`src/rtl/alu_pkg.sv`:
```
// Shared ALU definitions: operation encodings for the add/subtract unit and
// the bit positions used when the ALU packs N/Z/C/V into a flag word.
package alu_pkg;

    // Two-bit add/subtract operation select.
    // Bit 0 inverts b. Bit 1 selects the external carry in.
    typedef enum logic [1:0] {
        OP_ADD = 2'b00,  // a + b
        OP_SUB = 2'b01,  // a - b
        OP_ADC = 2'b10,  // a + b + ci
        OP_SBC = 2'b11   // a - b - ~ci
    } alu_op_e;

    // Flag word bit positions shared with the ALU writeback stage.
    localparam int unsigned FLAG_V     = 0;
    localparam int unsigned FLAG_C     = 1;
    localparam int unsigned FLAG_Z     = 2;
    localparam int unsigned FLAG_N     = 3;
    localparam int unsigned FLAG_WIDTH = 4;

endpackage

```
`src/rtl/cla_chunk.sv`:
```
// Combinational carry-lookahead adder for one CW-bit chunk.
// Each carry is a flat sum of generate/propagate products, so no carry
// ripples through the chunk.
//   a_i, b_i  : chunk operands (b already inverted for subtraction)
//   ci_i      : carry into bit 0 of the chunk
//   sum_o     : chunk sum
//   co_o      : carry out of the chunk MSB
//   cmsb_o    : carry into the chunk MSB (used for signed overflow)
//   zero_o    : chunk sum is all zeros
module cla_chunk #(
    parameter int CW = 8
) (
    input  logic [CW-1:0] a_i,
    input  logic [CW-1:0] b_i,
    input  logic          ci_i,
    output logic [CW-1:0] sum_o,
    output logic          co_o,
    output logic          cmsb_o,
    output logic          zero_o
);

    logic [CW-1:0] gen;
    logic [CW-1:0] prop;
    logic [CW:0]   carry;
    logic          term;
    logic          run_p;

    assign gen  = a_i & b_i;
    assign prop = a_i ^ b_i;

    // carry[i+1] = g[i] | p[i]g[i-1] | ... | p[i]..p[0]ci
    always_comb begin
        // NOTE: every variable written here gets a value before any branch
        // or loop, so no path can leave it unassigned and infer a latch.
        carry    = '0;
        term     = 1'b0;
        run_p    = 1'b0;
        carry[0] = ci_i;
        for (int i = 0; i < CW; i++) begin
            term  = gen[i];
            run_p = prop[i];
            for (int j = i - 1; j >= 0; j--) begin
                term  = term | (run_p & gen[j]);
                run_p = run_p & prop[j];
            end
            carry[i+1] = term | (run_p & ci_i);
        end
    end

    assign sum_o  = prop ^ carry[CW-1:0];
    assign co_o   = carry[CW];
    assign cmsb_o = carry[CW-1];
    assign zero_o = ~|(prop ^ carry[CW-1:0]);

endmodule

```
`src/rtl/cla_addsub_pipe.sv`:
```
// Pipelined carry-lookahead add/subtract unit with N/Z/C/V flags.
// Stage k adds chunk k (WIDTH/STAGES bits) using the carry registered by
// stage k-1. Operands and partial results travel with the beat. The whole
// pipe advances together when the output is empty or being consumed.
// WIDTH must be a multiple of STAGES. The chunk width must be at least 4.
//   clk, reset_n         : clock, async active-low reset
//   in_valid / in_ready  : operand handshake (a, b, op, ci)
//   out_valid / out_ready: result handshake (s, c, v, n, z)
module cla_addsub_pipe
    import alu_pkg::*;
#(
    parameter int WIDTH  = 32,
    parameter int STAGES = 4
) (
    input  logic             clk,
    input  logic             reset_n,
    input  logic             in_valid,
    output logic             in_ready,
    input  logic [WIDTH-1:0] a,
    input  logic [WIDTH-1:0] b,
    input  logic [1:0]       op,
    input  logic             ci,
    output logic             out_valid,
    input  logic             out_ready,
    output logic [WIDTH-1:0] s,
    output logic             c,
    output logic             v,
    output logic             n,
    output logic             z
);

    localparam int CW   = WIDTH / STAGES;
    localparam int LAST = STAGES - 1;

    // Per-stage pipeline registers and their next-state values.
    logic             valid_q [STAGES];
    logic [WIDTH-1:0] a_q     [STAGES];
    logic [WIDTH-1:0] b_q     [STAGES];
    logic [WIDTH-1:0] sum_q   [STAGES];
    logic             cy_q    [STAGES];
    logic             cmsb_q  [STAGES];
    logic             zero_q  [STAGES];

    logic             valid_d [STAGES];
    logic [WIDTH-1:0] a_d     [STAGES];
    logic [WIDTH-1:0] b_d     [STAGES];
    logic [WIDTH-1:0] sum_d   [STAGES];
    logic             cy_d    [STAGES];
    logic             cmsb_d  [STAGES];
    logic             zero_d  [STAGES];

    // Values each stage inherits from its predecessor (or from the ports).
    logic [WIDTH-1:0] sum_src  [STAGES];
    logic             zero_src [STAGES];

    // Chunk adder connections.
    logic [CW-1:0] ch_a  [STAGES];
    logic [CW-1:0] ch_b  [STAGES];
    logic          ch_ci [STAGES];
    logic [CW-1:0] ch_s  [STAGES];
    logic          ch_co [STAGES];
    logic          ch_cm [STAGES];
    logic          ch_z  [STAGES];

    logic             advance;
    logic [WIDTH-1:0] b_eff;
    logic             cin0;

    // The pipe moves as one unit, so a stall anywhere freezes every stage.
    assign advance  = ~valid_q[LAST] | out_ready;
    assign in_ready = advance;

    assign b_eff = op[0] ? ~b : b;

    always_comb begin
        cin0 = 1'b0;
        case (alu_op_e'(op))
            OP_ADD:         cin0 = 1'b0;
            OP_SUB:         cin0 = 1'b1;
            OP_ADC, OP_SBC: cin0 = ci;
        endcase
    end

    // Stage inputs: stage 0 reads the ports, later stages read the registers
    // of the stage before.
    always_comb begin
        a_d[0]      = a;
        b_d[0]      = b_eff;
        valid_d[0]  = in_valid;
        ch_ci[0]    = cin0;
        sum_src[0]  = '0;
        zero_src[0] = 1'b1;
        for (int k = 1; k < STAGES; k++) begin
            a_d[k]      = a_q[k-1];
            b_d[k]      = b_q[k-1];
            valid_d[k]  = valid_q[k-1];
            ch_ci[k]    = cy_q[k-1];
            sum_src[k]  = sum_q[k-1];
            zero_src[k] = zero_q[k-1];
        end
        for (int k = 0; k < STAGES; k++) begin
            ch_a[k] = a_d[k][k*CW +: CW];
            ch_b[k] = b_d[k][k*CW +: CW];
        end
    end

    for (genvar k = 0; k < STAGES; k++) begin : g_stage
        cla_chunk #(.CW(CW)) u_chunk (
            .a_i    (ch_a[k]),
            .b_i    (ch_b[k]),
            .ci_i   (ch_ci[k]),
            .sum_o  (ch_s[k]),
            .co_o   (ch_co[k]),
            .cmsb_o (ch_cm[k]),
            .zero_o (ch_z[k])
        );
    end

    // Merge each chunk result into the partial sum and the running zero flag.
    always_comb begin
        for (int k = 0; k < STAGES; k++) begin
            sum_d[k]               = sum_src[k];
            sum_d[k][k*CW +: CW]   = ch_s[k];
            zero_d[k]              = zero_src[k] & ch_z[k];
            cy_d[k]                = ch_co[k];
            cmsb_d[k]              = ch_cm[k];
        end
    end

    // NOTE: the datapath registers are reset along with the valid bits. This
    // makes s and the flags read as zero after reset without extra muxing.
    always_ff @(posedge clk or negedge reset_n) begin
        if (!reset_n) begin
            for (int k = 0; k < STAGES; k++) begin
                valid_q[k] <= 1'b0;
                a_q[k]     <= '0;
                b_q[k]     <= '0;
                sum_q[k]   <= '0;
                cy_q[k]    <= 1'b0;
                cmsb_q[k]  <= 1'b0;
                zero_q[k]  <= 1'b0;
            end
        end else if (advance) begin
            // NOTE: non-blocking assignments let every stage sample its
            // predecessor's old value, which is what makes this a shift chain.
            for (int k = 0; k < STAGES; k++) begin
                valid_q[k] <= valid_d[k];
                a_q[k]     <= a_d[k];
                b_q[k]     <= b_d[k];
                sum_q[k]   <= sum_d[k];
                cy_q[k]    <= cy_d[k];
                cmsb_q[k]  <= cmsb_d[k];
                zero_q[k]  <= zero_d[k];
            end
        end
    end

    assign out_valid = valid_q[LAST];
    assign s         = sum_q[LAST];
    assign c         = cy_q[LAST];
    assign v         = cy_q[LAST] ^ cmsb_q[LAST];
    assign n         = sum_q[LAST][WIDTH-1];
    assign z         = zero_q[LAST];

endmodule
```
`config.mk`:
```
export PLATFORM = sky130hd
export DESIGN_NAME = cla_addsub_pipe
export DESIGN_NICKNAME = d
export VERILOG_FILES = /design/src/rtl/alu_pkg.sv /design/src/rtl/cla_chunk.sv /design/src/rtl/cla_addsub_pipe.sv
export SDC_FILE = /design/constraint.sdc
export NUM_CORES = 1
export LEC_CHECK = 0
export BUFFER_PORTS_ARGS = -buffer_cell sky130_fd_sc_hd__buf_2
export CAP_MARGIN = 20
export CORE_ASPECT_RATIO = 1.1
export CORE_MARGIN = 3
export CORE_UTILIZATION = 44
export CTS_CLUSTER_DIAMETER = 40
export DETAILED_ROUTE_END_ITERATION = 6
export PLACE_DENSITY = 0.72
export SLEW_MARGIN = 20
export SYNTH_ARGS = -nofsm -noshare
export SYNTH_HDL_FRONTEND = slang
export SYNTH_SLANG_ARGS = --single-unit
```
`constraint.sdc`:
```
create_clock -name clk -period 1.9 [get_ports clk]
set_input_delay 0.285 -clock clk [delete_from_list [all_inputs] [get_ports clk]]
set_output_delay 0.285 -clock clk [all_outputs]
set_load 0.05 [all_outputs]
```
==> out/metrics.yaml, run 1 <==
pwr:
  peakVddDrop_mv: 0.8952
  power_density_mw_per_mm2: 1835
  leakage_nw: 5.560
drt:
  drt_wl_total_mm: 18.15
  drcViolationCount: 0
  vias_per_cell: 4.846
  dr.first_iter.drc_count: 358
  dr.pass1.iters: 4
  avgRoutedWirePerCell_um: 13.30
  vias: 6610
  ant_nets: 0
logic_synthesis:
  synthAdderAreaFrac: 0.06137
  synth_seq_cells: 189
  synth_ff_type: "dfrtp_1"
  synth-xor-area-share: 0.05674
  synth_top_area_frac: 0.5471
  synth-edff-count: 0
  post-synth-top-count-cell: "nand2_1"
  seq_area_frac_synth: 0.5471
  synth_area_per_cell_um2: 9.080
  yosysWarnings: 0
  ys_top_cells_by_count: "nand2_1, dfrtp_1, clkbuf_1, ha_1, xnor2_1"
  syn-num-nets: 1063
  synth_top_family_by_area: "simple AND/OR/NAND/NOR gates"
  syn_inst: 952
  synthMuxAreaShare: 0.005500
  synth_top_area_cell: "dfrtp_1"
  synth.area.top_cells: "dfrtp_1, nand2_1, ha_1"
  synthArstFlopShare: 1.000
  synth-simple-area-share: 0.2230
  netlist_area_mm2: 0.008645
  synth_compound_gate_area_share: 0.08192
  synth.distinct_cells: 47
run:
  maxCapViolations: 0
timing:
  slew_violations: 0
  finalCriticalPeriod_ps: 2152
  post-route-period-util: 1.133
  hold_viol: 0
  setup_slack_ps: -251.9
  rsz0062_at_grt: "yes"
  relSlewSlack: 0.6979
  setup_viol: 11
  fin_skew_ps: 8.591
  worst_pin_slew_ps: 453.1
  fmax_mhz: 464.7
floorplanning:
  io_pins: 109
  die_h_um: 153.0
  core-area_mm2: 0.01923
  dieWidth_um: 139.6
  row_count: 53
  start_util: 0.4495
  die_area_mm2: 0.02137
clock_tree:
  cts_buffers: 17
  cts_tree: "built"
  clock-sinks: 189
  clock_latency_ps: 430
  cts_max_path_buffers: 2
  htreeDepth: 4
  clkSlewWorstSetupHoldPaths_ps: 70
  cts-root-buf: "clkbuf_16"
global_route:
  grt_antenna_before_repair: 4
  grt_pass1_vias: 6535
  grtUsageTotal: 0.1750
  grt_pass1_wl_mm: 31.09
  overflow: 0
  grt_start_max_net_pins: 112
setup_path:
  reg2reg_to: "sum_d[46]"
  reg2reg_depth: 7
  start_kind: "register"
  critPathMaxFanout: 3
  cp-startpoint: "a_d[72]"
  crit_end: "sum_d[46]"
  cp-end-kind: "register"
  critPathKind: "register to register"
  cp.required_ps: 2220
  rr_startpoint: "a_d[72]"
  arrival_ps: 2470
  r2r_setup_slack_ps: -250
cells_and_area:
  areaGrowthSynthToFinish_pct: 25.40
  drive_gt1_frac: 0.2276
  final.fill_count: 1752
  nets: 1214
  final_util: 0.5637
  fin_area_mm2: 0.01084
status:
  violations: "setup timing"
  status: "complete, but fails checks"
placed_design:
  hpwl_mm: 12.07
  place_area_mm2: 0.009856
  gp_congestion: 0.7791
  portBuffers: 108
hold_path:
  hp-class: "input port to register"
-- worst min-delay path by stage --
stage | start | to | slack, ps | cells after the start
finish | a[29] | a_d[93] | 50 | 3
global route | a[21] | a_d[85] | 40 | 3
CTS | in_valid | valid_d[2] | 30 | 3
detailed placement | reset_n | sum_d[38] | 200 | 1
global placement | reset_n | sum_d[6] | 200 | 1
floorplan | reset_n | a_d[24] | -10 | 0
-- stage by stage --
| stage | power [mW] | std cells | setup slack (ps) | hold slack (ps) | TNS, ps |
|---|---|---|---|---|---|
| floorplan | 12.69 | 952 | -595.1 | -10.59 | -2202 |
| CTS | 19.51 | 1359 | -252.0 | 31.11 | -1192 |
| global route | 21.46 | 1364 | -345.7 | 38.14 | -2288 |
| finish | 19.89 | 1364 | -251.9 | 48.42 | -928.0 |
| global placement | 15.09 | 1320 | -493.6 | 202.9 | -3587 |
| detailed placement | 15.38 | 1320 | -570.4 | 199.8 | -4581 |
-- final cells by class --
cell class                      instances  area, um^2  share of cell area
Sequential cell                       189        4730              0.4363
Tap cell                              247       309.0             0.02851
Multi-Input combinational cell        710        3975              0.3667
Antenna cell                            1       2.502           0.0002308
Clock buffer                           17       425.4             0.03924
Timing Repair Buffer                  178        1189              0.1096
Inverter                                7       28.78            0.002655
Clock inverter                         15       181.4             0.01674
-- routing by layer --
metal  up-vias  track usage  part of all wire  wire [um]
met5         -            0            0.0015         28
met4         6      0.04707             0.014        247
met3        26      0.04161             0.042        760
met2       105       0.2959              0.49       8886
met1      3117       0.2272              0.45       8222
li1       3356            -                 -          -
-- cell usage in the layout, fill, tap and decap left out, drive strengths merged, types with 4 or more instances in the layout --
cell / count
ha: 36
nor3: 8
buf: 176
a21o: 9
xnor2: 34
nor2: 30
o31ai: 4
and2: 4
dfrtp: 189
o21ai: 44
a211oi: 8
a21oi: 23
nand2: 437
clkbuf: 18
fa: 4
clkinv: 5
o21a: 5
inv: 14
xor2: 22
-- power breakdown --
group / total (mW) / internal, mW / switching (mW)
clock: 3.66 / 1.99 / 1.67
combinational: 9.48 / 3.83 / 5.64
sequential: 6.76 / 5.79 / 0.970
-- worst max-delay path, cell delays in order (launching register included) --
cell	delay, ps
dfrtp_1	380
ha_1	310
a211o_1	300
a211oi_2	220
nor2_2	90
o21a_1	220
or3_1	310
a31o_1	210
-- flip-flops by register name, summed over array words and instances (netlist names) --
signal / count
z: 1
cmsb_q: 1
sum_d: 48
a_d: 48
c: 1
valid_d: 3
zero_q: 3
b_d: 48
out_valid: 1
ch_ci: 3
s: 32
-- what timing repair did --
item	CTS	global route
buffers inserted	6	4
pin swaps	20	22
hold buffers	1	0
hold endpoints to repair	27	0
setup endpoints to repair	16	21
gates resized for setup	29	29
-- logic make-up after synthesis --
logic type	after synthesis
and+or+nand+nor	496
xor gates and xnor gates	56
muxes	4
adders and majority gates	40
AOI/OAI and AO/OA	114
DFF	189
buffers and inverters	53
(Power assumes the default switching activity.)
==> inputs of run 2 (changes only) <==
Settings changed: HOLD_SLACK_MARGIN set to 0.1, MAX_ROUTING_LAYER set to met4.
==> run 2 against run 1 <==
- the run still ends with setup timing left
- hold slack better by 75 ps
- global-route usage is 0.68 points higher
- power up 0.17%
- via count rose by 1.0%
- first-iteration DRC count is the same
- critical path type unchanged
- largest cell class unchanged
- largest power group unchanged
==> out/metrics.yaml, run 2 (synthesis gave the netlist of run 1 again) <==
setup_path:
  crit_slowest_cell: "dfrtp_1"
  worstPathCellList: "ha_1, a211o_1, a211oi_2, nor2_2, o21a_1, or3_1, a31o_1"
  arrival_ps: 2470  # about the same
  critPathKind: "register to register"
  start_kind: "register"
  slowest_delay_ps: 380  # about the same
  cp.required_ps: 2220  # about the same
  cp-end-kind: "register"
  critPathMaxFanout: 3  # unchanged
drt:
  vias: 6677  # +1.0%
  ant_nets: 0  # unchanged
  dr.first_iter.drc_count: 358  # unchanged
  drcViolationCount: 0  # unchanged
  vias_per_cell: 4.807  # -0.80%
  drt_wl_total_mm: 18.28  # +0.73%
  avgRoutedWirePerCell_um: 13.16  # -1.1%
  dr.pass1.iters: 4  # unchanged
cells_and_area:
  mostFrequentLayoutCell: "nand2_1"
  final_cell_mix: "nand2_1, dfrtp_1, buf_2, buf_4, ha_1"
  nets: 1238  # +2.0%
  areaGrowthSynthToFinish_pct: 28.21
  fin_area_mm2: 0.01108  # +2.2%
  final.fill_count: 1732  # -1.1%
  drive_gt1_frac: 0.2228  # -0.004792
clock_tree:
  clkSlewWorstSetupHoldPaths_ps: 70  # about the same
  cts_buffers: 17  # unchanged
  cts_max_path_buffers: 2  # unchanged
  clock-sinks: 189  # unchanged
  htreeDepth: 4  # unchanged
  cts-root-buf: "clkbuf_16"
  clock_latency_ps: 430  # about the same
  cts_tree: "built"
status:
  violations: "setup timing"
  status: "complete, but fails checks"
placed_design:
  hpwl_mm: 12.07  # unchanged
  gp_congestion: 0.7932  # +1.8%
  portBuffers: 108  # unchanged
  place_area_mm2: 0.009856  # unchanged
timing:
  setup_viol: 11  # unchanged
  hold_viol: 0  # unchanged
  fin_hold_ws_ps: 123.9  # +75.49 ps
  post-route-period-util: 1.134  # +0.001365
  setup_slack_ps: -254.4  # -2.594 ps
  finalCriticalPeriod_ps: 2154  # +2.594 ps
  slew_violations: 0  # unchanged
  fin_skew_ps: 8.977  # +0.3860 ps
  worst_pin_slew_ps: 458.2  # +5.100 ps
  relSlewSlack: 0.6945  # -0.003400
  fmax_mhz: 464.2  # -0.12%
  rsz0062_at_grt: "yes"
pwr:
  peakVddDrop_mv: 0.8943  # about the same
  leakage_nw: 5.661  # +1.8%
  power_density_mw_per_mm2: 1798  # -2.0%
floorplanning:
  dieWidth_um: 139.6  # unchanged
  die_area_mm2: 0.02137  # unchanged
  start_util: 0.4495  # unchanged
  die_h_um: 153.0  # unchanged
  io_pins: 109  # unchanged
  row_count: 53  # unchanged
  core-area_mm2: 0.01923  # unchanged
global_route:
  grt_antenna_before_repair: 2  # -2
  grt_pass1_wl_mm: 31.46  # +1.2%
  grt_pass1_vias: 6651  # +1.8%
  grtUsageTotal: 0.1818  # +0.006825
  grt_start_max_net_pins: 112  # unchanged
  overflow: 0  # unchanged
hold_path:
  hp-class: "input port to register"
run:
  maxCapViolations: 0  # unchanged
## run 2: final cells by class
cell class | instances | area, um^2 | share of cell area
clock inverters | 15 | 181.4 | 0.01637
diodes | 2 | 5.005 | 0.0004516
repair buffers | 202 | 1429 | 0.1289
well taps | 247 | 309.0 | 0.02788
flip-flops and latches | 189 | 4730 | 0.4267
inverters | 7 | 28.78 | 0.002597
multi-input cells | 710 | 3975 | 0.3587
clock buffers | 17 | 425.4 | 0.03838
## run 2: what timing repair did
action,4_1_cts,5_1_grt
pin swaps,20,22
gates resized for setup,29,29
hold buffers,25,0
endpoints found under the setup margin,16,21
setup buffers,6,4
hold endpoints to repair,186,0
## run 2: metrics by stage
stage	setup slack (ps)	utilization	cells	power, mW	setup TNS [ps]
floorplan	-595.1	-	952	12.69	-2202
global placement	-493.6	0.5125	1320	15.09	-3587
detailed placement	-570.4	0.5125	1320	15.38	-4581
CTS	-252.0	0.5660	1383	19.54	-1192
global route	-345.6	0.5763	1389	21.50	-2302
finish	-254.4	0.5763	1389	19.93	-918.1
## run 2: path summary, 6_finish.rpt
kind | start | end | slack [ps] | cells after the start
setup / recovery | a_d[72] | sum_d[46] | -250 | 7
hold / removal | a[31] | a_d[95] | 120 | 3
setup reg to reg | a_d[72] | sum_d[46] | -250 | 7
hold reg to reg | valid_d[0] | out_valid | 460 | 1
max in group asynchronous | reset_n | b_d[77] | 990 | 3
min in group asynchronous | reset_n | sum_d[6] | 310 | 2
## run 2: worst max-delay path: cells and delay by family, from the launching register on
family	cells	cell delay (ps)
compound gates	4	950
flops	1	380
fa+ha+maj	1	310
simple gates	2	400
## run 2: layer usage
metal	share of wire	track usage	vias to the layer above	wire, um
li1	-	-	3407	-
met1	0.45	0.2305	3132	8275
met2	0.49	0.3008	120	8969
met3	0.043	0.03661	18	790
met4	0.013	0.04799	0	242
met5	0	-	-	0
## run 2: report_power, final
group | switching (mW) | leakage (nW) | internal [mW]
Sequential | 0.971 | 2.29 | 5.79
Combinational | 5.64 | 3.08 | 3.86
Clock | 1.67 | 0.296 | 1.99
